<file path="src/rtl/switch_allocator_pkg.sv">
// Shared types for the mesh-router switch allocator.
// Holds the default port count, the port-index type, the allocator state encoding
// and a wrap-around increment helper used by the round-robin pointers.
package switch_allocator_pkg;

  localparam int NUM_OF_PORTS = 5;
  localparam int PORT_W       = $clog2(NUM_OF_PORTS);

  typedef logic [PORT_W-1:0] port_idx_t;

  // Per-output allocator state, exported so output units and debug logic can decode it.
  typedef enum logic {
    SA_IDLE   = 1'b0,
    SA_LOCKED = 1'b1
  } sa_state_e;

  // Round-robin successor: idx+1, wrapping from n-1 back to 0.
  function automatic int rr_wrap_inc(input int idx, input int n);
    return (idx >= n - 1) ? 0 : idx + 1;
  endfunction

endpackage

</file>
<file path="src/rtl/switch_allocator_if.sv">
// Request/grant bundle between the input units and the switch allocator.
// Combinational: grant-side signals respond to request-side signals in the same cycle.
// Backpressure: i_out_ready gates grants per output; ungranted requests stay pending.
// master: drives i_req/i_req_port/i_head/i_tail/i_out_ready, observes o_* results.
// slave : the allocator, consumes the i_* signals and drives o_grant/o_xbar_sel/o_xbar_valid/o_busy.
interface switch_allocator_if #(
  parameter int NUM_OF_PORTS = switch_allocator_pkg::NUM_OF_PORTS
);
  localparam int PORT_W = $clog2(NUM_OF_PORTS);

  logic [NUM_OF_PORTS-1:0]        i_req;
  logic [NUM_OF_PORTS*PORT_W-1:0] i_req_port;
  logic [NUM_OF_PORTS-1:0]        i_head;
  logic [NUM_OF_PORTS-1:0]        i_tail;
  logic [NUM_OF_PORTS-1:0]        i_out_ready;
  logic [NUM_OF_PORTS-1:0]        o_grant;
  logic [NUM_OF_PORTS*PORT_W-1:0] o_xbar_sel;
  logic [NUM_OF_PORTS-1:0]        o_xbar_valid;
  logic [NUM_OF_PORTS-1:0]        o_busy;

  modport master (
    output i_req, i_req_port, i_head, i_tail, i_out_ready,
    input  o_grant, o_xbar_sel, o_xbar_valid, o_busy
  );

  modport slave (
    input  i_req, i_req_port, i_head, i_tail, i_out_ready,
    output o_grant, o_xbar_sel, o_xbar_valid, o_busy
  );
endinterface

</file>
<file path="src/rtl/switch_allocator_rr_arbiter.sv">
// Round-robin N-way arbiter: first set request at or above ptr_i, wrapping modulo N.
// Latency: purely combinational, zero cycles.
// Backpressure: none; the caller decides whether the grant is taken.
// Ports: req_i (request vector), ptr_i (search start) -> gnt_o (one-hot), idx_o (winner), any_o.
module rr_arbiter #(
  parameter int N  = 5,
  parameter int PW = $clog2(N)
) (
  input  logic [N-1:0]  req_i,
  input  logic [PW-1:0] ptr_i,
  output logic [N-1:0]  gnt_o,
  output logic [PW-1:0] idx_o,
  output logic          any_o
);

  always_comb begin
    int c;
    c     = 0;
    gnt_o = '0;
    idx_o = '0;
    any_o = 1'b0;
    for (int k = 0; k < N; k++) begin
      c = int'(ptr_i) + k;
      if (c >= N) c = c - N;
      if (!any_o && req_i[c]) begin
        any_o    = 1'b1;
        gnt_o[c] = 1'b1;
        idx_o    = PW'(c);
      end
    end
  end

endmodule

</file>
<file path="src/rtl/switch_allocator.sv">
// Per-output round-robin switch allocator with wormhole packet locking.
// Latency: grants/xbar select are combinational from requests; lock state updates on the next clk edge.
// Backpressure: i_out_ready[j]=0 suppresses output j's grant and freezes its state, owner and pointer.
// Ports: clk, reset (async, active-high), sa (slave side of switch_allocator_if).
module switch_allocator #(
  parameter int NUM_OF_PORTS = switch_allocator_pkg::NUM_OF_PORTS
) (
  input logic                clk,
  input logic                reset,
  switch_allocator_if.slave  sa
);
  import switch_allocator_pkg::*;

  localparam int N  = NUM_OF_PORTS;
  localparam int PW = $clog2(NUM_OF_PORTS);

  logic [N-1:0]  gnt_m  [N];
  logic [PW-1:0] sel_m  [N];
  logic          vld_m  [N];
  logic          busy_m [N];

  for (genvar j = 0; j < N; j++) begin : g_out
    logic [N-1:0]  cand, head_req, arb_gnt, gnt;
    logic [PW-1:0] arb_idx, owner_q, owner_d, rr_q, rr_d, sel;
    logic          arb_any, vld;
    sa_state_e     state_q, state_d;

    // An out-of-range requested port never equals j, so it is silently never granted.
    always_comb begin
      cand = '0;
      for (int i = 0; i < N; i++) begin
        cand[i] = sa.i_req[i] && (sa.i_req_port[i*PW +: PW] == PW'(j));
      end
    end

    // Only head flits may open a new packet on an idle output.
    assign head_req = cand & sa.i_head;

    rr_arbiter #(.N(N), .PW(PW)) u_arb (
      .req_i (head_req),
      .ptr_i (rr_q),
      .gnt_o (arb_gnt),
      .idx_o (arb_idx),
      .any_o (arb_any)
    );

    always_comb begin
      state_d = state_q;
      owner_d = owner_q;
      rr_d    = rr_q;
      gnt     = '0;
      sel     = '0;
      vld     = 1'b0;
      unique case (state_q)
        SA_IDLE: begin
          if (arb_any && sa.i_out_ready[j]) begin
            gnt  = arb_gnt;
            sel  = arb_idx;
            vld  = 1'b1;
            rr_d = PW'(rr_wrap_inc(int'(arb_idx), N));
            // A head+tail flit completes in one cycle and never locks the output.
            if (!sa.i_tail[arb_idx]) begin
              state_d = SA_LOCKED;
              owner_d = arb_idx;
            end
          end
        end
        SA_LOCKED: begin
          sel = owner_q;
          // Owner's flits pass regardless of the head bit; everyone else waits.
          if (cand[owner_q] && sa.i_out_ready[j]) begin
            gnt[owner_q] = 1'b1;
            vld          = 1'b1;
            if (sa.i_tail[owner_q]) state_d = SA_IDLE;
          end
        end
        default: state_d = SA_IDLE;
      endcase
      // Keep the crossbar quiet while reset is held, even if inputs are still requesting.
      if (reset) begin
        gnt = '0;
        sel = '0;
        vld = 1'b0;
      end
    end

    always_ff @(posedge clk or posedge reset) begin
      if (reset) begin
        state_q <= SA_IDLE;
        owner_q <= '0;
        rr_q    <= '0;
      end else begin
        state_q <= state_d;
        owner_q <= owner_d;
        rr_q    <= rr_d;
      end
    end

    assign gnt_m[j]  = gnt;
    assign sel_m[j]  = sel;
    assign vld_m[j]  = vld;
    assign busy_m[j] = (state_q == SA_LOCKED);
  end

  // Each input names a single output, so OR-ing per-output grants never double-grants an input.
  always_comb begin
    sa.o_grant      = '0;
    sa.o_xbar_sel   = '0;
    sa.o_xbar_valid = '0;
    sa.o_busy       = '0;
    for (int j = 0; j < N; j++) begin
      sa.o_grant                 = sa.o_grant | gnt_m[j];
      sa.o_xbar_sel[j*PW +: PW]  = sel_m[j];
      sa.o_xbar_valid[j]         = vld_m[j];
      sa.o_busy[j]               = busy_m[j];
    end
  end

endmodule

</file>
<file path="src/flat_wrapper.sv">
// flat-port wrapper written by rule: the top's interface ports become plain ports
module switch_allocator_flat import switch_allocator_pkg::*;
#(
  parameter int NUM_OF_PORTS = switch_allocator_pkg::NUM_OF_PORTS
)
  (clk, reset, sa_i_req, sa_i_req_port, sa_i_head, sa_i_tail, sa_i_out_ready, sa_o_grant, sa_o_xbar_sel, sa_o_xbar_valid, sa_o_busy);
  switch_allocator_if #(.NUM_OF_PORTS(NUM_OF_PORTS)) sa_i ();
  input logic clk;
  input logic reset;
  input wire logic [$bits(sa_i.i_req)-1:0] sa_i_req;
  input wire logic [$bits(sa_i.i_req_port)-1:0] sa_i_req_port;
  input wire logic [$bits(sa_i.i_head)-1:0] sa_i_head;
  input wire logic [$bits(sa_i.i_tail)-1:0] sa_i_tail;
  input wire logic [$bits(sa_i.i_out_ready)-1:0] sa_i_out_ready;
  output wire logic [$bits(sa_i.o_grant)-1:0] sa_o_grant;
  output wire logic [$bits(sa_i.o_xbar_sel)-1:0] sa_o_xbar_sel;
  output wire logic [$bits(sa_i.o_xbar_valid)-1:0] sa_o_xbar_valid;
  output wire logic [$bits(sa_i.o_busy)-1:0] sa_o_busy;
  assign sa_i.i_req = sa_i_req;
  assign sa_i.i_req_port = sa_i_req_port;
  assign sa_i.i_head = sa_i_head;
  assign sa_i.i_tail = sa_i_tail;
  assign sa_i.i_out_ready = sa_i_out_ready;
  assign sa_o_grant = sa_i.o_grant;
  assign sa_o_xbar_sel = sa_i.o_xbar_sel;
  assign sa_o_xbar_valid = sa_i.o_xbar_valid;
  assign sa_o_busy = sa_i.o_busy;
  switch_allocator #(.NUM_OF_PORTS(NUM_OF_PORTS)) u_core (.clk(clk), .reset(reset), .sa(sa_i));
endmodule
</file>
<file path="config.mk">
export PLATFORM = sky130hd
export DESIGN_NAME = switch_allocator_flat
export DESIGN_NICKNAME = d
export VERILOG_FILES = /design/src/rtl/switch_allocator_pkg.sv /design/src/rtl/switch_allocator_if.sv /design/src/rtl/switch_allocator_rr_arbiter.sv /design/src/rtl/switch_allocator.sv /design/src/flat_wrapper.sv
export SDC_FILE = /design/constraint.sdc
export NUM_CORES = 1
export LEC_CHECK = 0
export ABC_AREA = 1
export CORE_ASPECT_RATIO = 1.5
export CORE_MARGIN = 3
export CORE_UTILIZATION = 45
export DETAILED_ROUTE_END_ITERATION = 10
export GPL_TIMING_DRIVEN = 0
export REMOVE_ABC_BUFFERS = 1
export SYNTH_ARGS = -nofsm -noshare
export SYNTH_HDL_FRONTEND = slang
export SYNTH_SLANG_ARGS = --single-unit
</file>
<file path="constraint.sdc">
create_clock -name clk -period 4.9 [get_ports clk]
set_clock_uncertainty 0.05 [all_clocks]
set_input_delay 0.735 -clock clk [delete_from_list [all_inputs] [get_ports clk]]
set_output_delay 0.735 -clock clk [all_outputs]
set_load 0.05 [all_outputs]
</file>
==> impl_metrics.ini <==
[status]
status = finished clean

[critical_path]
arrival_ns = 3.95
crit_fanout = 18
critPathKind = reg2out
path_common_cell = nand2_1
critPathCaptureType = output pin
worstPathRequired_ns = 4.12
crit_chain = clkinvlp_4 > ha_4 > inv_1 > ha_1 > inv_1 > nand2_4 > a21oi_2 > nor2_1 > nand3_1 > nand3_4 > nand4_1 > nor2_2 > nand2_1 > o21ai_0 > inv_1 > nand2_1 > inv_4 > nand2_1 > nand2_1 > nor2_2 > a21oi_1 > buf_4
crit_path_start_kind = flop
critical_path.max_stage_delay_ns = 0.47
critical_path.slowest_cell = dfrtp_2

[final_layout]
syn2layout_area_growth_pct = 13.7
nets = 2078
diodes = 0
fill_cells = 2526
drive_gt1_share_pct = 15.7
fin_util_pct = 52.4

[synth]
synthMostInstantiatedCell = nand2_1
synth_edf_count = 0
ys_ff_latch = 35
synth_area_leaders = nand2_1 (19%), nand3_1 (9.5%), inv_1 (8.4%), dfrtp_1 (8.2%), ha_1 (7.9%)
synth_top_area_share_pct = 18.6
ys.flop_type = dfrtp_1
synth_seq_area_share_pct = 8.21
synthDistinctLibCells = 65
synth_async_sr_flop_share_pct = 100
netlist_area_sq_mm = 0.0107
yosysTopAreaCell = nand2_1
synth_common_cells = nand2_1 (528), inv_1 (239), nor2_1 (208)
avgSynthCellArea_sq_um = 5.60
yosys_warnings = 0
syn_inst = 1906

[clocking]
h-tree-depth = 2
cts_tree = done
numCtsBuffers = 5
cts-root-buf = clkbuf_16
path_clk_slew_ns = 0.06
clk_latency_ns = 0.29
clock-sinks = 35
hold_buffers = 0
cts_buffer_depth = 2

[floorplanning]
fp.dieH_microns = 195
design.core.area_sq_mm = 0.0231
die-area_sq_mm = 0.0256
row_count = 68
start_util_pct = 46.1
ios = 67
die_x_microns = 132

[global_route]
grt_max_degree = 36
antenna_found_initial = 0
grtUsageTotal_pct = 28.5
grt_pass1_vias = 12000
overflow = 0
grt_pass1_wl_microns = 60200

[detailed_routing]
avgViaCountPerCell = 5.59
wirelength_microns = 38200
wl_met3_microns = 1580
wl_per_cell_microns = 16.7
vias = 12800
drt_pass1_iterations = 6
drc = 0
wl_met1_microns = 15200
drt_iter0_drc = 802
ant_nets = 0
met2_length_microns = 19800
topRoutingLayerUsed = met4

[sta]
timing.final.crit_share_pct = 96.6
fmax_ghz = 0.211
relSlewSlack_pct = 19.2
drv_slew = 0
holdWs_ns = 0.506
period_needed_ns = 4.73
rsz0062_at_grt = true
tightest_slew_ns = 1.21
finalHoldViolCount = 0
setup_violations = 0

[place]
dp_hpwl_microns = 31400
gp_congestion = 0.972
port_buffers = 66

[min_path]
hp-class = reg2reg

[job]
drv_cap = 0
-- area by class of cell --
type / instances / area, sq um / area share [%]
tap: 315 / 394 / 3.25
clock buffer: 7 / 133 / 1.09
timing repair buffer: 91 / 817 / 6.73
multi-input combinational: 1551 / 8750 / 72.1
clock inverter: 1 / 5.00 / 0.0412
inverter: 285 / 1130 / 9.28
sequential: 35 / 907 / 7.47
-- stage by stage --
stage / setup TNS, ns / setup WS, ns / instances / instance area, sq um
2_1_floorplan: 0 / 0.379 / 1871 / 10400
3_3_place_gp: -8.92 / -0.801 / 2252 / 11500
3_5_place_dp: -9.21 / -0.819 / 2252 / 11500
4_1_cts: -0.00358 / -0.00358 / 2266 / 11800
5_1_grt: -0.0631 / -0.0438 / 2285 / 12100
6_report: 0 / 0.165 / 2285 / 12100
-- kinds of logic (layout without fill, tap and decap cells) --
group	Yosys count	count (layout)	synth area share, %
simple gates	1196	1196	53.2
buf+inv	320	384	12.4
compound gates	260	260	14.9
fa+ha+maj	72	72	8.79
flops	35	35	8.21
xor+xnor	23	23	2.56
-- state kept, by name, indices dropped and copies added (netlist names) --
name / cells
u_core.g_out.rr_q: 15
u_core.g_out.owner_q: 15
u_core.g_out.state_q: 5
-- worst max-delay path, delay by kind of cell (launching register included) --
| kind | cells | cell delay [ns] |
|---|---|---|
| simple gates | 11 | 1.60 |
| fa+ha+maj | 2 | 0.40 |
| flops | 1 | 0.47 |
| buf+inv | 6 | 0.80 |
| compound gates | 3 | 0.38 |
-- path summary, 6_finish.rpt --
kind,startpoint,endpoint,slack [ns],depth (start not counted)
min in group asynchronous,reset,u_core.g_out[3].rr_q[2]$_DFFE_PP0P_,1.89,2
hold reg to reg,u_core.g_out[1].owner_q[1]$_DFFE_PP0P_,u_core.g_out[1].owner_q[1]$_DFFE_PP0P_,0.51,2
setup reg to reg,u_core.g_out[1].rr_q[1]$_DFFE_PP0P_,u_core.g_out[1].rr_q[2]$_DFFE_PP0P_,1.39,19
hold / removal,u_core.g_out[1].owner_q[1]$_DFFE_PP0P_,u_core.g_out[1].owner_q[1]$_DFFE_PP0P_,0.51,2
setup / recovery,u_core.g_out[1].rr_q[1]$_DFFE_PP0P_,sa_o_grant[0],0.17,22
max in group asynchronous,reset,u_core.g_out[2].rr_q[0]$_DFFE_PP0P_,2.21,2
-- placed cells by master, fill, tap and decap left out, types with 8 or more instances in the layout --
master,count
nand4_1,67
xor2_1,10
nor2_2,32
nor4_1,15
o21ai_0,65
o22ai_1,19
nand2_2,37
o21ai_1,29
nand3b_1,8
nand3_4,8
a31oi_1,9
ha_1,61
nand3_1,200
nor2_4,15
inv_4,11
clkdlybuf4s50_1,41
nor2_1,185
a21oi_2,8
nor3_1,41
dfrtp_2,10
nand2_1,524
dfrtp_1,20
a21oi_1,69
o21ai_2,12
inv_1,232
inv_2,34
buf_4,28
o211ai_1,14
nand3_2,32
-- metal layers --
layer  vias up  global-route usage [%]
met5         -                       0
li1       6441                       -
met1      5833                    32.6
met2       417                    54.3
met4         0                    11.1
met3        84                    2.36
-- repair_timing --
item	CTS	global route
hold endpoints to repair	0	0
pin swaps	1	12
setup endpoints to repair	25	23
setup buffers	6	19
gates resized for setup	109	88
Power is left out: the tool's default activity adds up to more than one toggle a clock period on the data nets, which glitch-free logic cannot reach.
